`src/rtl/hack_boot_pkg.sv`:
```
// Shared definitions for the Hack boot sequencer: FSM state encoding and
// default sizing tied to the Hack ROM address space.
package hack_boot_pkg;

  typedef enum logic [2:0] {
    ST_IDLE     = 3'd0,
    ST_WAIT_SRC = 3'd1,
    ST_SETUP    = 3'd2,
    ST_SCK_HI   = 3'd3,
    ST_SCK_LO   = 3'd4,
    ST_SETTLE   = 3'd5,
    ST_RUN      = 3'd6,
    ST_ERROR    = 3'd7
  } boot_state_e;

  localparam int ROM_ADDRESS_WIDTH      = 15;
  localparam int DEFAULT_MAX_WORDS      = 1 << ROM_ADDRESS_WIDTH;
  localparam int DEFAULT_TIMEOUT_CYCLES = 1024;

endpackage

```
`src/rtl/boot_timeout_counter.sv`:
```
// Handshake watchdog: counts cycles while enabled, restarts on clear, and
// flags the last permitted cycle so the FSM can abort on the following edge.
module boot_timeout_counter #(
  parameter int TIMEOUT_CYCLES = 1024
) (
  input  logic clk,
  input  logic reset,
  input  logic clear,
  input  logic enable,
  output logic expired
);

  localparam int CNT_W = $clog2(TIMEOUT_CYCLES + 1);
  localparam logic [CNT_W-1:0] LAST_CNT = CNT_W'(TIMEOUT_CYCLES - 1);

  logic [CNT_W-1:0] cnt_q;
  logic [CNT_W-1:0] cnt_d;

  // Expiry looks only at the current count so it never depends on clear.
  assign expired = enable && (cnt_q == LAST_CNT);

  // Count up while waiting in a handshake state, otherwise sit at zero.
  always_comb begin
    cnt_d = '0;
    if (enable && !clear) cnt_d = cnt_q + 1'b1;
  end

  // Counter register.
  always_ff @(posedge clk) begin
    if (reset) cnt_q <= '0;
    else       cnt_q <= cnt_d;
  end

endmodule

```
`src/rtl/hack_boot_sequencer.sv`:
```
// Boot sequencer for hack_soc: holds the CPU in reset, streams program words
// into ROM over the loader's 4-phase sck/ack handshake, then releases the CPU.
// Optional macro BOOT_SEQ_CHECKSUM_EN adds a running sum of acknowledged words.
module hack_boot_sequencer
  import hack_boot_pkg::*;
#(
  parameter int DATA_WIDTH     = 16,
  parameter int COUNT_WIDTH    = 16,
  parameter int MAX_WORDS      = DEFAULT_MAX_WORDS,
  parameter int TIMEOUT_CYCLES = DEFAULT_TIMEOUT_CYCLES
) (
  input  logic                   clk,
  input  logic                   reset,
  input  logic                   start,
  input  logic                   reload_req,
  input  logic                   src_valid,
  input  logic [DATA_WIDTH-1:0]  src_data,
  input  logic                   src_last,
  output logic                   src_ready,
  output logic                   rom_loader_load,
  output logic                   rom_loader_sck,
  output logic [DATA_WIDTH-1:0]  rom_loader_data,
  input  logic                   rom_loader_ack,
  output logic                   hack_external_reset,
  output logic                   busy,
  output logic                   done,
  output logic                   error,
  output logic [COUNT_WIDTH-1:0] word_count
`ifdef BOOT_SEQ_CHECKSUM_EN
  ,
  output logic [DATA_WIDTH-1:0]  checksum
`endif
);

  localparam logic [COUNT_WIDTH:0] MAX_CNT = (COUNT_WIDTH + 1)'(MAX_WORDS);

  boot_state_e             state_q, state_d;
  logic [COUNT_WIDTH-1:0]  word_count_q, word_count_d;
  logic [DATA_WIDTH-1:0]   data_q, data_d;
  logic                    last_q, last_d;
  logic                    load_q, load_d;
  logic                    sck_q, sck_d;
  logic                    xrst_q, xrst_d;
  logic                    busy_q, busy_d;
  logic                    done_q, done_d;
  logic                    error_q, error_d;
  logic                    session_start;
  logic                    acked;
  logic                    cap_reached;
  logic                    timeout_clear;
  logic                    timeout_en;
  logic                    timeout_expired;

  // A session begins from IDLE/ERROR on start, or from RUN on reload.
  assign session_start = (((state_q == ST_IDLE) || (state_q == ST_ERROR)) && start) ||
                         ((state_q == ST_RUN) && reload_req);
  assign acked         = (state_q == ST_SCK_HI) && rom_loader_ack;
  assign cap_reached   = ({1'b0, word_count_q} >= MAX_CNT);

  // The watchdog only runs while waiting on an ack edge and restarts on any move.
  assign timeout_en    = (state_q == ST_SCK_HI) || (state_q == ST_SCK_LO);
  assign timeout_clear = (state_d != state_q);

  boot_timeout_counter #(
    .TIMEOUT_CYCLES(TIMEOUT_CYCLES)
  ) u_timeout (
    .clk    (clk),
    .reset  (reset),
    .clear  (timeout_clear),
    .enable (timeout_en),
    .expired(timeout_expired)
  );

  // Next-state, datapath capture and output decode (outputs follow next state).
  always_comb begin
    state_d      = state_q;
    word_count_d = word_count_q;
    data_d       = data_q;
    last_d       = last_q;
    src_ready    = 1'b0;
    case (state_q)
      ST_IDLE, ST_ERROR: if (start) state_d = ST_WAIT_SRC;
      ST_WAIT_SRC: begin
        if (src_valid) begin
          src_ready = 1'b1;
          data_d    = src_data;
          last_d    = src_last;
          state_d   = ST_SETUP;
        end
      end
      ST_SETUP: state_d = ST_SCK_HI;
      ST_SCK_HI: begin
        if (rom_loader_ack)       state_d = ST_SCK_LO;
        else if (timeout_expired) state_d = ST_ERROR;
      end
      ST_SCK_LO: begin
        if (!rom_loader_ack)      state_d = (last_q || cap_reached) ? ST_SETTLE : ST_WAIT_SRC;
        else if (timeout_expired) state_d = ST_ERROR;
      end
      ST_SETTLE: state_d = ST_RUN;
      ST_RUN:    if (reload_req) state_d = ST_WAIT_SRC;
      default:   state_d = ST_IDLE;
    endcase

    if (session_start)                       word_count_d = '0;
    else if (acked && (word_count_q != '1))  word_count_d = word_count_q + 1'b1;

    load_d  = (state_d == ST_WAIT_SRC) || (state_d == ST_SETUP) ||
              (state_d == ST_SCK_HI)   || (state_d == ST_SCK_LO);
    sck_d   = (state_d == ST_SCK_HI);
    busy_d  = load_d || (state_d == ST_SETTLE);
    done_d  = (state_d == ST_RUN);
    error_d = (state_d == ST_ERROR);
    xrst_d  = (state_d != ST_RUN);
  end

  // FSM state, word register and registered outputs.
  always_ff @(posedge clk) begin
    if (reset) begin
      state_q      <= ST_IDLE;
      word_count_q <= '0;
      data_q       <= '0;
      last_q       <= 1'b0;
      load_q       <= 1'b0;
      sck_q        <= 1'b0;
      xrst_q       <= 1'b1;
      busy_q       <= 1'b0;
      done_q       <= 1'b0;
      error_q      <= 1'b0;
    end else begin
      state_q      <= state_d;
      word_count_q <= word_count_d;
      data_q       <= data_d;
      last_q       <= last_d;
      load_q       <= load_d;
      sck_q        <= sck_d;
      xrst_q       <= xrst_d;
      busy_q       <= busy_d;
      done_q       <= done_d;
      error_q      <= error_d;
    end
  end

  assign rom_loader_load     = load_q;
  assign rom_loader_sck      = sck_q;
  assign rom_loader_data     = data_q;
  assign hack_external_reset = xrst_q;
  assign busy                = busy_q;
  assign done                = done_q;
  assign error               = error_q;
  assign word_count          = word_count_q;

`ifdef BOOT_SEQ_CHECKSUM_EN
  logic [DATA_WIDTH-1:0] checksum_q, checksum_d;

  // Running modulo sum of every word the loader acknowledged this session.
  always_comb begin
    checksum_d = checksum_q;
    if (session_start) checksum_d = '0;
    else if (acked)    checksum_d = checksum_q + data_q;
  end

  // Checksum register.
  always_ff @(posedge clk) begin
    if (reset) checksum_q <= '0;
    else       checksum_q <= checksum_d;
  end

  assign checksum = checksum_q;
`else
  // Checksum feature not built: no extra state or port.
`endif

endmodule

```
`config.mk`:
```
export PLATFORM = sky130hd
export DESIGN_NAME = hack_boot_sequencer
export DESIGN_NICKNAME = d
export VERILOG_FILES = /design/src/rtl/hack_boot_pkg.sv /design/src/rtl/boot_timeout_counter.sv /design/src/rtl/hack_boot_sequencer.sv
export SDC_FILE = /design/constraint.sdc
export NUM_CORES = 1
export LEC_CHECK = 0
export ABC_AREA = 1
export CAP_MARGIN = 0
export CORE_UTILIZATION = 45
export CTS_CLUSTER_SIZE = 10
export DETAILED_ROUTE_END_ITERATION = 8
export GPL_TIMING_DRIVEN = 0
export PLACE_DENSITY = 0.73
export SETUP_SLACK_MARGIN = 0.3
export SLEW_MARGIN = 20
export SYNTH_ARGS = -nofsm -noshare
export SYNTH_HDL_FRONTEND = slang
export SYNTH_HIERARCHICAL = 1
export SYNTH_SLANG_ARGS = --single-unit
```
`constraint.sdc`:
```
create_clock -name clk -period 2.45 [get_ports clk]
set_clock_uncertainty 0.15 [all_clocks]
set_input_delay 0.3675 -clock clk [delete_from_list [all_inputs] [get_ports clk]]
set_output_delay 0.3675 -clock clk [all_outputs]
set_load 0.02 [all_outputs]
```
# Word-level counts from Yosys, hierarchy flattened

Index checks and enable logic that the tools add are counted.

Word-level logic and storage cells: 63
Output and inout port bits: 39
Input bits: 23
Bits in registers: 53

Reductions and logical operators: 20
Bitwise logic cells: 1
Equal/unequal tests: 18
Order comparisons: 1
$add $sub $neg: 2
Mux-type cells: 10

Operator list:

| kind                                                       | count |
|---|---|
| equality test 3 bit (second input constant)                | 8 |
| two-way mux 3 bit                                          | 7 |
| one-hot mux 3 bit (7 select lines)                         | 1 |
| adder 16 x 1 -> 16 bit (second input constant)             | 1 |
| greater-or-equal comparator 16 bit (second input constant) | 1 |
| != test 16 bit (second input constant)                     | 1 |
| equality test 3 x 2 -> 1 bit (second input constant)       | 4 |
| adder 11 x 1 -> 11 bit (second input constant)             | 1 |
| equality test 11 x 10 -> 1 bit (second input constant)     | 1 |
| logical OR 1 bit                                           | 8 |
| equality test 3 x 1 -> 1 bit (second input constant)       | 2 |
| logical AND 1 bit                                          | 6 |
| OR reduction 2 bit                                         | 3 |
| logical NOT 3 bit                                          | 1 |
| != test 3 bit                                              | 1 |
| != test 3 bit (second input constant)                      | 1 |
| two-way mux 1 bit                                          | 2 |
| AND reduction 2 bit                                        | 1 |
| logical NOT 1 bit                                          | 1 |
| inverter 1 bit                                             | 1 |

# Depth between registers and ports, before layout

Gate-level depths: netlist of run 1.

Word-level depth: 11
Gate-level depth with buffers: 21
Mapped depth without buffers: 20

# Modules after synthesis

The synthesis of run 1 kept the hierarchy.

Modules (own cells, without submodules):

| module               | sequential area each (µm²) | cells each | times used | area an instance (µm²) |
|---|---|---|---|---|
| hack_boot_sequencer  | 840.8                      | 307        | 1          | 2088.3 |
| boot_timeout_counter | 220.2                      | 64         | 1          | 481.7 |

# Least setup slack after synthesis of run 1

OpenSTA, ideal clock, no wires.

Kind: reg-to-reg
From: register u_timeout.cnt_q[0]
To: register u_timeout.cnt_q[3]
Slack: 0.166 ns
Clock period less this slack: 2.284 ns
Library setup time: 0.070 ns
Stages on the path, launching flop included: 20
Arrival: 2.064 ns
Data required time: 2.230 ns
Path buffers: 0
Cells stage by stage: dfxtp_1 ha_1 nand2_1 nor2_4 nand3_2 nor2_1 inv_1 a21oi_1 nor2_1 nand3_2 nand2_1 nand2_1 nand2_1 nor2_1 nand2_1 nor2_1 nand2_1 inv_1 o21ai_0 a21oi_1

Word-level cells in the longest chain between the ends: 10
Elaborated cells between the ends (all ways): 12
Classes of those cells: add/sub: 1; eq/ne: 2; mux: 4; bitwise: 1; reduce/logical: 4

Ends and longest elaborated chain:

| item                                  | RTL line                                             | RTL |
|---|---|---|
| start, declared                       | boot_timeout_counter.sv:16                           | `logic [CNT_W-1:0] cnt_q;` |
| start signal, assigned                | boot_timeout_counter.sv:31                           | `else cnt_q <= cnt_d;` |
| equality test 11 x 10 -> 1 bit *      | boot_timeout_counter.sv:20                           | `assign expired = enable && (cnt_q == LAST_CNT);` |
| logical AND 1 bit *                   | boot_timeout_counter.sv:20                           |  |
| named net timeout_expired             | hack_boot_sequencer.sv:52                            | `logic timeout_expired;` |
| two-way mux 3 bit *                   | hack_boot_sequencer.sv:94, hack_boot_sequencer.sv:98 |  |
| two-way mux 3 bit (on tied branches)  | hack_boot_sequencer.sv:97, hack_boot_sequencer.sv:93 |  |
| one-hot mux 3 bit (7 select lines) *  | hack_boot_sequencer.sv:81                            | `case (state_q)` |
| != test 3 bit *                       | hack_boot_sequencer.sv:62                            | `assign timeout_clear = (state_d != state_q);` |
| named net timeout_clear               | hack_boot_sequencer.sv:50                            | `logic timeout_clear;` |
| logical NOT 1 bit *                   | boot_timeout_counter.sv:25                           | `if (enable && !clear) cnt_d = cnt_q + 1'b1;` |
| logical AND 1 bit *                   | boot_timeout_counter.sv:25                           |  |
| inverter 1 bit (no source line) *     | n/a                                                  |  |
| OR reduction 2 bit (no source line) * | n/a                                                  |  |

The timed path passes the listed nets; every way through them passes the cells marked *.
A chain may end at the register's enable or synchronous reset.

# Worst setup path after layout of run 1

Ends and elaborated chain as after synthesis.

==> results of run 1 <==
[cells in the final DEF, fill, tap and decap left out, drive strengths merged]
cell / synthesis / routed
bufinv: 0 / 1
nor2: 82 / 82
buf: 8 / 27
clkinvlp: 0 / 1
nand3: 29 / 29
inv: 42 / 42
nor3b: 1 / 1
o21ai: 29 / 29
nor3: 17 / 17
or2: 1 / 1
clkdlybuf4s50: 0 / 60
nand2: 77 / 77
nand4: 5 / 5
xnor2: 3 / 3
ha: 3 / 3
dfxtp: 53 / 53
a21oi: 16 / 16
xor2: 3 / 3
o21a: 1 / 1
clkbuf: 1 / 7
[area by class of cell]
cell class                 count  share of cell area
sequential                    53               0.296
clock inverter                 2              0.0104
timing repair buffer          79               0.208
tap                           72              0.0249
clock buffer                   6              0.0228
inverter                      42              0.0436
buffer                         9              0.0232
multi-input combinational    267               0.371
[power by group]
part,total [mW],internal [mW],switching (mW)
clock network,0.622,0.333,0.289
logic,1.30,0.584,0.712
registers,1.04,0.977,0.0609
total,2.96,1.89,1.06
[cells in the mapped netlist]
master     n
a21oi_1   16
buf_2      2
buf_4      3
buf_6      3
clkbuf_1   1
dfxtp_1   53
ha_1       3
inv_1     38
inv_2      4
nand2_1   73
nand2_2    3
nand2_4    1
nand3_1   25
nand3_2    4
nand4_1    5
nor2_1    77
nor2_2     2
nor2_4     3
nor3_1    16
nor3_2     1
nor3b_1    1
o21a_1     1
o21ai_0   24
o21ai_2    5
or2_1      1
xnor2_1    3
xor2_1     3
[path summary, 6_finish.rpt]
| kind | to | slack [ns] | depth (start not counted) |
|---|---|---|---|
| max | u_timeout/cnt_q[3]$_SDFF_PP0_ | 0.18 | 19 |
| min | u_timeout/cnt_q[10]$_SDFF_PP0_ | 0.32 | 2 |
| max reg2reg | u_timeout/cnt_q[3]$_SDFF_PP0_ | 0.18 | 19 |
| min reg2reg | u_timeout/cnt_q[10]$_SDFF_PP0_ | 0.32 | 2 |
[worst reg2reg max path: stages, from the launching register on]
cell     delay, ns
dfxtp_2       0.36
ha_4          0.15
nand2_4       0.05
nor2_4        0.12
nand3_2       0.10
nor2_4        0.13
inv_2         0.06
a21oi_2       0.12
nor2_1        0.06
nand3_2       0.08
nand2_2       0.06
nand2_1       0.06
nand2_1       0.04
nor2_1        0.07
nand2_1       0.08
nor2_2        0.10
nand2_2       0.12
inv_2         0.10
o21ai_1       0.07
a21oi_1       0.11
[kinds of logic after synthesis]
logic type / after synthesis / share of synthesized area
buf+inv: 51 / 0.0886
compound gates: 46 / 0.0979
simple gates: 212 / 0.366
fa+ha+maj: 3 / 0.0146
xor+xnor: 6 / 0.0205
flops: 53 / 0.413
[routing by layer]
layer / global-route usage / routed length [um] / vias to the layer above
li1: - / - / 1346
met1: 0.243 / 2680 / 1177
met2: 0.357 / 2950 / 68
met3: 0.0471 / 334 / 9
met4: 0.0811 / 84 / 0
met5: 0 / 0 / -
[registers in the layout (all words and copies together) (netlist names)]
| register | count |
|---|---|
| error | 1 |
| rom_loader_load | 1 |
| rom_loader_data | 16 |
| busy | 1 |
| u_timeout/cnt_q | 11 |
| rom_loader_sck | 1 |
| word_count | 16 |
| hack_external_reset | 1 |
| last_q | 1 |
| state_q | 3 |
| done | 1 |
[per-stage QoR]
stage / setup WS (ns) / std cells / total power, mW
floorplan: 0.313 / 371 / 1.75
global placement: -0.0640 / 504 / 2.07
detailed placement: -0.0806 / 504 / 2.08
CTS: 0.180 / 522 / 2.83
global route: -0.0371 / 530 / 3.15
finish: 0.182 / 530 / 2.96
[timing repair]
| item | in CTS | in global routing |
|---|---|---|
| resized for setup | 15 | 16 |
| endpoints found under the setup margin | 12 | 12 |
| hold endpoints to repair | 0 | 0 |
| setup buffers | 10 | 8 |
| hold buffers | 0 | 0 |
| pin swaps | 12 | 12 |
==> results_dict.tcl, run 1 <==
set metrics [dict create \
    ir_drop_mv 0.584 \
    cap_violations 0 \
    register_area_um2 1070 \
    cp-end-kind "flop" \
    vias 2600 \
    status "finished clean" \
    layout-drive-gt1-share 0.175 \
    critPathMaxStageDelay_ns 0.36 \
    reg2reg_from "u_timeout/cnt_q[0]$_SDFF_PP0_" \
    power_density_nw_per_um2 818 \
    period_needed_ns 2.27 \
    cts_made_buffers 5 \
    netlist_top_cells_area "dfxtp_1 41%, nor2_1 11%, nand2_1 11%, inv_1 5.6%, nand3_1 4.9%" \
    drt_iter0_drc 133 \
    fin_hold_ws_ns 0.316 \
    syn-num-nets 397 \
    syn_avg_cell_area_um2 6.93 \
    start_util 0.467 \
    cts.reportedPaths.clkPinSlew_ns 0.10 \
    overflow 0 \
    design_area_um2 3620 \
    critPathBufInv 2 \
    io_pins 62 \
    cp_top_family "simple AND/OR/NAND/NOR gates" \
    cts_max_level 2 \
    areaGrowthSynthToFinish_pct 40.7 \
    critical-path-slowest-cell "dfxtp_2" \
    critPathKind "reg -> reg" \
    layout.nets 483 \
    clock_path_buffers 2 \
    fin_tns_setup_ns 0 \
    worst_ep_required_time_ns 2.54 \
    cts_root_buf "clkbuf_8" \
    finalHoldViolations 0 \
    grt_max_degree 17 \
    fmax_mhz 441 \
    leakage_nw 1.43 \
    dp_hpwl_um 4270 \
    crit_start "u_timeout/cnt_q[0]$_SDFF_PP0_" \
    row_count 27 \
    path_cells "ha_4 -> nand2_4 -> nor2_4 -> nand3_2 -> nor2_4 -> inv_2 -> a21oi_2 -> nor2_1 -> nand3_2 -> nand2_2 -> nand2_1 -> nand2_1 -> nor2_1 -> nand2_1 -> nor2_2 -> nand2_2 -> inv_2 -> o21ai_1 -> a21oi_1" \
    min_path_type "reg -> reg" \
    fin_crit_sh 0.926 \
    crit_path_max_fanout 7 \
    ys_types 27 \
    tightest_slew_ns 0.389 \
    rsz0062_at_grt "true" \
    clock_latency_ns 0.30 \
    yosysSeqAreaShare 0.413 \
    port_buffers 61 \
    synth_top_cell_by_area "dfxtp_1" \
    die_y_um 77.6 \
    slew_viol_final 0 \
    synth_area_um2 2570 \
    grt_pass1_vias 2399 \
    cts.sinks 53 \
    place_area_um2 3300 \
    via_per_inst 4.91 \
    setup_viol 0 \
    drc 0 \
    wirelength_um 6050 \
    synthCells 371 \
    cts_tree "yes" \
    crit_path_frequent_cell "nand2_1" \
    synth_top_area_share 0.413 \
    fin_util 0.657 \
    grt_usage 0.205 \
    hp-start "u_timeout/cnt_q[10]$_SDFF_PP0_" \
    antenna_found_initial 0 \
    fp.dieArea_um2 6020 \
    synth_warnings 6 \
    ys_ff_latch 53 \
    routedWlPerCell_um 11.4 \
    antennaDiodeCount 0 \
    arrival_ns 2.36 \
    slew_headroom 0.739 \
    grt_pass1_wl_um 10000 \
    cp-start-kind "flop" \
    drt.antenna.violating_nets 0 \
    multiInputGateArea_um2 1340 \
    firstDrtPassIters 4 \
    place_congestion 0.871 \
    core_um2 5510 \
    die_x_um 77.6 \
    nFillCells 473 \
]
Power figures use the tool's default switching activity.
==> inputs of run 2 (changes only) <==
--- a/config.mk
+++ b/config.mk
@@ -7,11 +7,11 @@
 export LEC_CHECK = 0
 export ABC_AREA = 1
 export CAP_MARGIN = 0
-export CORE_UTILIZATION = 45
+export CORE_UTILIZATION = 49
 export CTS_CLUSTER_SIZE = 10
 export DETAILED_ROUTE_END_ITERATION = 8
 export GPL_TIMING_DRIVEN = 0
-export PLACE_DENSITY = 0.73
+export PLACE_DENSITY = 0.76
 export SETUP_SLACK_MARGIN = 0.3
 export SLEW_MARGIN = 20
 export SYNTH_ARGS = -nofsm -noshare
==> constraint.sdc (replaced) <==
create_clock -name clk -period 2.28 [get_ports clk]
set_clock_uncertainty 0.15 [all_clocks]
set_input_delay 0.342 -clock clk [delete_from_list [all_inputs] [get_ports clk]]
set_output_delay 0.342 -clock clk [all_outputs]
set_load 0.02 [all_outputs]
==> results_dict.tcl, run 2 (synthesized netlist as in run 1, its figures left out) <==
set metrics [dict create \
    status "finished, violations left" \
    violations "negative setup slack" \
    place_congestion 0.911 \
    slew_viol_final 0 \
    timing.rr.end "u_timeout/cnt_q[2]$_SDFF_PP0_" \
    routedWlPerCell_um 11.8 \
    vias 2636 \
    fp.dieArea_um2 5540 \
    layout-drive-gt1-share 0.186 \
    power_density_nw_per_um2 844 \
    critPathMaxStageDelay_ns 0.39 \
    place_ws_ns -0.176 \
    fin_tns_setup_ns -0.0422 \
    cts.reportedPaths.clkPinSlew_ns 0.09 \
    grt_pass1_vias 2419 \
    drt.antenna.violating_nets 0 \
    internal_power_mw 1.87 \
    drc 0 \
    reg2regPathDepth 17 \
    combPwrFrac 0.464 \
    critPathBufInv 2 \
    wl_met2_um 2940 \
    grt_max_degree 15 \
    drt_iter0_drc 75 \
    met3_length_um 380 \
    firstDrtPassIters 4 \
    seq_power_share 0.367 \
    reg2reg_setup_slack_ns -0.04 \
    register_area_um2 1070 \
    cap_violations 0 \
    finalHoldViolations 0 \
    cp-start-kind "flop" \
    path_cells "nand2_1 -> nor2_4 -> nand3_4 -> nor2_4 -> inv_2 -> a21oi_2 -> nor2_1 -> nand3_2 -> nand2_2 -> nand2_1 -> nand2_1 -> nor2_1 -> nand2_1 -> nor2_2 -> nand2_2 -> buf_4 -> nor3b_2" \
    wl_met1_um 2780 \
    die_x_um 74.4 \
    fin_crit_sh 1.02 \
    fin_util 0.739 \
    grt_pass1_wl_um 9950 \
    start_util 0.527 \
    worst_ep_required_time_ns 2.37 \
    arrival_ns 2.41 \
    critical-path-slowest-cell "dfxtp_1" \
    areaGrowthSynthToFinish_pct 40.3 \
    slew_headroom 0.722 \
    antenna_found_initial 0 \
    cp_top_family "simple AND/OR/NAND/NOR gates" \
    cts.sinks 53 \
    port_buffers 61 \
    cts_tree "yes" \
    critPathKind "reg -> reg" \
    ir_drop_mv 0.722 \
    final_cell_mix "70 x nor2_1, 67 x nand2_1, 60 x clkdlybuf4s50_1" \
    clock_path_buffers 2 \
    multiInputGateArea_um2 1380 \
    sw_frac_of_total 0.385 \
    layout.nets 483 \
    antennaDiodeCount 0 \
    grt_usage 0.230 \
    wirelength_um 6190 \
    crit_path_frequent_cell "nand2_1" \
    crit_path_max_fanout 7 \
    row_count 25 \
    fin_hold_ws_ns 0.318 \
    p_clk_frac 0.168 \
    final_common_cell "nor2_1" \
    nFillCells 410 \
    min_to "u_timeout/cnt_q[10]$_SDFF_PP0_" \
    min_path_type "reg -> reg" \
    leakage_nw 1.41 \
    die_y_um 74.4 \
    hp-start "u_timeout/cnt_q[10]$_SDFF_PP0_" \
    setup_viol 2 \
    dp_hpwl_um 4210 \
    fmax_mhz 431 \
    clock_latency_ns 0.31 \
    cp-end-kind "flop" \
    cts_root_buf "clkbuf_8" \
    overflow 0 \
    cts_max_level 2 \
    tightest_slew_ns 0.413 \
    core_um2 4880 \
    p_sw_mw 1.17 \
    rsz0062_at_grt "true" \
    top_layer "met4" \
    reg2reg_from "u_timeout/cnt_q[8]$_SDFF_PP0_" \
    hold_path_depth 2 \
    period_needed_ns 2.32 \
    io_pins 62 \
    cts_made_buffers 5 \
    via_per_inst 5.02 \
    setup_ws_ns -0.0400 \
]
run 2: timing repair:
action | CTS | global route
pin swaps | 14 | 11
gates resized for setup | 17 | 20
hold buffers | 0 | 0
endpoints found under the hold margin | 0 | 0
setup buffers | 13 | 5
endpoints found under the setup margin | 12 | 25
run 2: worst reg2reg max path, stage by stage (launching register included):
cell,delay [ns]
dfxtp_1,0.39
nand2_1,0.11
nor2_4,0.17
nand3_4,0.10
nor2_4,0.14
inv_2,0.05
a21oi_2,0.13
nor2_1,0.06
nand3_2,0.08
nand2_2,0.07
nand2_1,0.07
nand2_1,0.04
nor2_1,0.08
nand2_1,0.07
nor2_2,0.09
nand2_2,0.12
buf_4,0.16
nor3b_2,0.16
run 2: power by group through the flow:
stage	Clock, mW	Combinational, mW	Sequential [mW]
detailed placement	0	1.11	1.13
global placement	0	1.10	1.13
finish	0.512	1.41	1.12
CTS	0.515	1.27	1.12
global route	0.551	1.55	1.13
floorplan	0	0.646	1.24
run 2: how the worst max path moves through the flow:
stage                                              from                            end  slack [ns]  cells past startpoint
after floorplan           u_timeout/cnt_q[1]$_SDFF_PP0_  u_timeout/cnt_q[3]$_SDFF_PP0_        0.19                     19
after global placement                        src_valid                      src_ready       -0.17                      6
after detailed placement                      src_valid                      src_ready       -0.18                      6
after CTS                         state_q[2]$_SDFF_PP0_                      src_ready        0.04                      7
after global routing      u_timeout/cnt_q[8]$_SDFF_PP0_  u_timeout/cnt_q[3]$_SDFF_PP0_       -0.20                     18
final                     u_timeout/cnt_q[8]$_SDFF_PP0_  u_timeout/cnt_q[2]$_SDFF_PP0_       -0.04                     17
run 2: metrics by stage:
step	std cells	instance area [um2]	power, mW
2_1_floorplan	371	2600	1.88
3_3_place_gp	499	3300	2.23
3_5_place_dp	499	3300	2.25
4_1_cts	520	3510	2.90
5_1_grt	525	3610	3.23
6_report	525	3610	3.04
run 2: layout make-up:
type,instances,area share
multi-input cells,267,0.384
flip-flops and latches,53,0.297
repair buffers,79,0.207
inverters,42,0.0437
well taps,67,0.0232
plain buffers,9,0.0229
clock buffers,8,0.0222
run 2: routing by layer:
metal	global-route usage	vias to the layer above
met4	0.0818	0
met3	0.0664	10
met1	0.276	1207
li1	-	1351
met2	0.392	68
met5	0	-
==> inputs of run 3 (changes only) <==
--- a/config.mk
+++ b/config.mk
@@ -11,7 +11,7 @@
 export CTS_CLUSTER_SIZE = 10
 export DETAILED_ROUTE_END_ITERATION = 8
 export GPL_TIMING_DRIVEN = 0
-export PLACE_DENSITY = 0.76
+export PLACE_DENSITY = 0.79
 export SETUP_SLACK_MARGIN = 0.3
 export SLEW_MARGIN = 20
 export SYNTH_ARGS = -nofsm -noshare
==> results_dict.tcl, run 3 (synthesized netlist as in run 1, its figures left out) <==
set metrics [dict create \
    cp-start-kind "flop" \
    die_y_um 74.4 \
    period_needed_ns 2.24 \
    crit_start "u_timeout/cnt_q[1]$_SDFF_PP0_" \
    fin_util 0.743 \
    rsz0062_at_grt "true" \
    grt_max_degree 16 \
    clock_path_buffers 2 \
    min_path_type "reg -> reg" \
    routedWlPerCell_um 11.7 \
    place_area_um2 3300 \
    fmax_mhz 446 \
    register_area_um2 1070 \
    port_buffers 61 \
    design_area_um2 3630 \
    grt_pass1_wl_um 10400 \
    layout-drive-gt1-share 0.198 \
    fp.dieArea_um2 5540 \
    arrival_ns 2.33 \
    wirelength_um 6160 \
    io_pins 62 \
    clock_latency_ns 0.30 \
    core_um2 4880 \
    drt.antenna.violating_nets 0 \
    antenna_found_initial 0 \
    final_cell_mix "70 x nor2_1, 66 x nand2_1, 60 x clkdlybuf4s50_1" \
    timing.rr.end "u_timeout/cnt_q[1]$_SDFF_PP0_" \
    vias 2614 \
    drt_iter0_drc 154 \
    multiInputGateArea_um2 1380 \
    cts.reportedPaths.clkPinSlew_ns 0.09 \
    reg2reg_setup_slack_ns 0.04 \
    die_x_um 74.4 \
    tightest_slew_ns 0.360 \
    cts_made_buffers 5 \
    cts_root_buf "clkbuf_8" \
    overflow 0 \
    row_count 25 \
    leakage_nw 1.43 \
    areaGrowthSynthToFinish_pct 41.1 \
    worst_ep_required_time_ns 2.37 \
    final_common_cell "nor2_1" \
    hold_path_depth 2 \
    min_to "u_timeout/cnt_q[10]$_SDFF_PP0_" \
    cts_tree "yes" \
    reg2regPathDepth 18 \
    status "finished clean" \
    hp-start "u_timeout/cnt_q[10]$_SDFF_PP0_" \
    crit_path_max_fanout 7 \
    nFillCells 399 \
    ir_drop_mv 0.629 \
    grt_pass1_vias 2482 \
    cts.sinks 53 \
    slew_headroom 0.758 \
    cts_max_level 2 \
    via_per_inst 4.96 \
    setup_viol 0 \
    drc 0 \
    grt_usage 0.240 \
    cp-end-kind "flop" \
    hold_buffers 0 \
    cap_violations 0 \
    power_density_nw_per_um2 836 \
    fin_crit_sh 0.983 \
    place_congestion 0.910 \
    layout.nets 485 \
    finalHoldViolations 0 \
    antennaDiodeCount 0 \
    slew_viol_final 0 \
    start_util 0.527 \
    dp_hpwl_um 4250 \
    firstDrtPassIters 4 \
    critPathKind "reg -> reg" \
    reg2reg_from "u_timeout/cnt_q[1]$_SDFF_PP0_" \
]
==> run 3: changes by cell type in the layout (fill, tap and decap cells not counted), sizes merged <==
cell / delta
buf: +2
clkbuf: -1
clkinvlp: +1
==> run 3: metrics by stage <==
| stage | hold WS, ns | cells | setup slack, ns | TNS (ns) | power, mW |
|---|---|---|---|---|---|
| after detailed placement | 0.286 | 499 | -0.182 | -1.13 | 2.25 |
| after floorplan | 0.264 | 371 | 0.187 | 0 | 1.88 |
| after CTS | 0.318 | 521 | 0.0273 | 0 | 2.96 |
| after global placement | 0.280 | 499 | -0.174 | -0.740 | 2.23 |
| after global routing | 0.363 | 527 | -0.195 | -1.56 | 3.24 |
| final | 0.316 | 527 | 0.0383 | 0 | 3.03 |
==> run 3: worst max-delay path by stage <==
stage	to	slack [ns]	cells after the start
after global routing	u_timeout/cnt_q[4]$_SDFF_PP0_	-0.20	18
after global placement	src_ready	-0.17	6
after floorplan	u_timeout/cnt_q[3]$_SDFF_PP0_	0.19	19
after detailed placement	u_timeout/cnt_q[3]$_SDFF_PP0_	-0.18	15
after CTS	src_ready	0.03	7
final	u_timeout/cnt_q[1]$_SDFF_PP0_	0.04	18
==> run 3: cell type report <==
class / count / share of cell area
clock buffers: 7 / 0.0210
well taps: 67 / 0.0231
multi-input cells: 267 / 0.380
clock inverters: 1 / 0.00207
plain buffers: 9 / 0.0238
inverters: 42 / 0.0442
flip-flops and latches: 53 / 0.296
repair buffers: 81 / 0.209
==> run 3: timing repair <==
action	4_1_cts	5_1_grt
pin swaps	17	15
buffers inserted	14	6
endpoints found under the setup margin	12	32
cloned	0	0
gates resized for setup	18	22
==> run 3: where the power goes <==
group / total (mW) / internal, mW / switching (mW) / leakage [nW]
sequential: 1.12 / 1.05 / 0.0663 / 0.434
clock: 0.514 / 0.218 / 0.296 / 0.0385
combinational: 1.40 / 0.620 / 0.782 / 0.956
total: 3.03 / 1.89 / 1.14 / 1.43
==> run 3: worst max-delay path: stages (launching register included) <==
cell and delay (ns):
dfxtp_2 0.36, ha_4 0.15, nand2_4 0.05, nor2_4 0.09, nand3_2 0.10, nor2_4 0.14, inv_2 0.05, a21oi_2 0.13
nor2_1 0.06, nand3_2 0.08, nand2_2 0.06, nand2_1 0.06, nand2_1 0.04, nor2_1 0.09, nand2_1 0.08, nor2_2 0.13
nand2_4 0.11, buf_4 0.16, nor2_1 0.08
==> run 3: routing by layer <==
layer	GRT usage	vias to the layer above	part of all wire
met5	0	-	0
met4	0.0797	0	0.012
met3	0.0705	8	0.064
met2	0.409	61	0.48
met1	0.288	1193	0.44
li1	-	1352	-
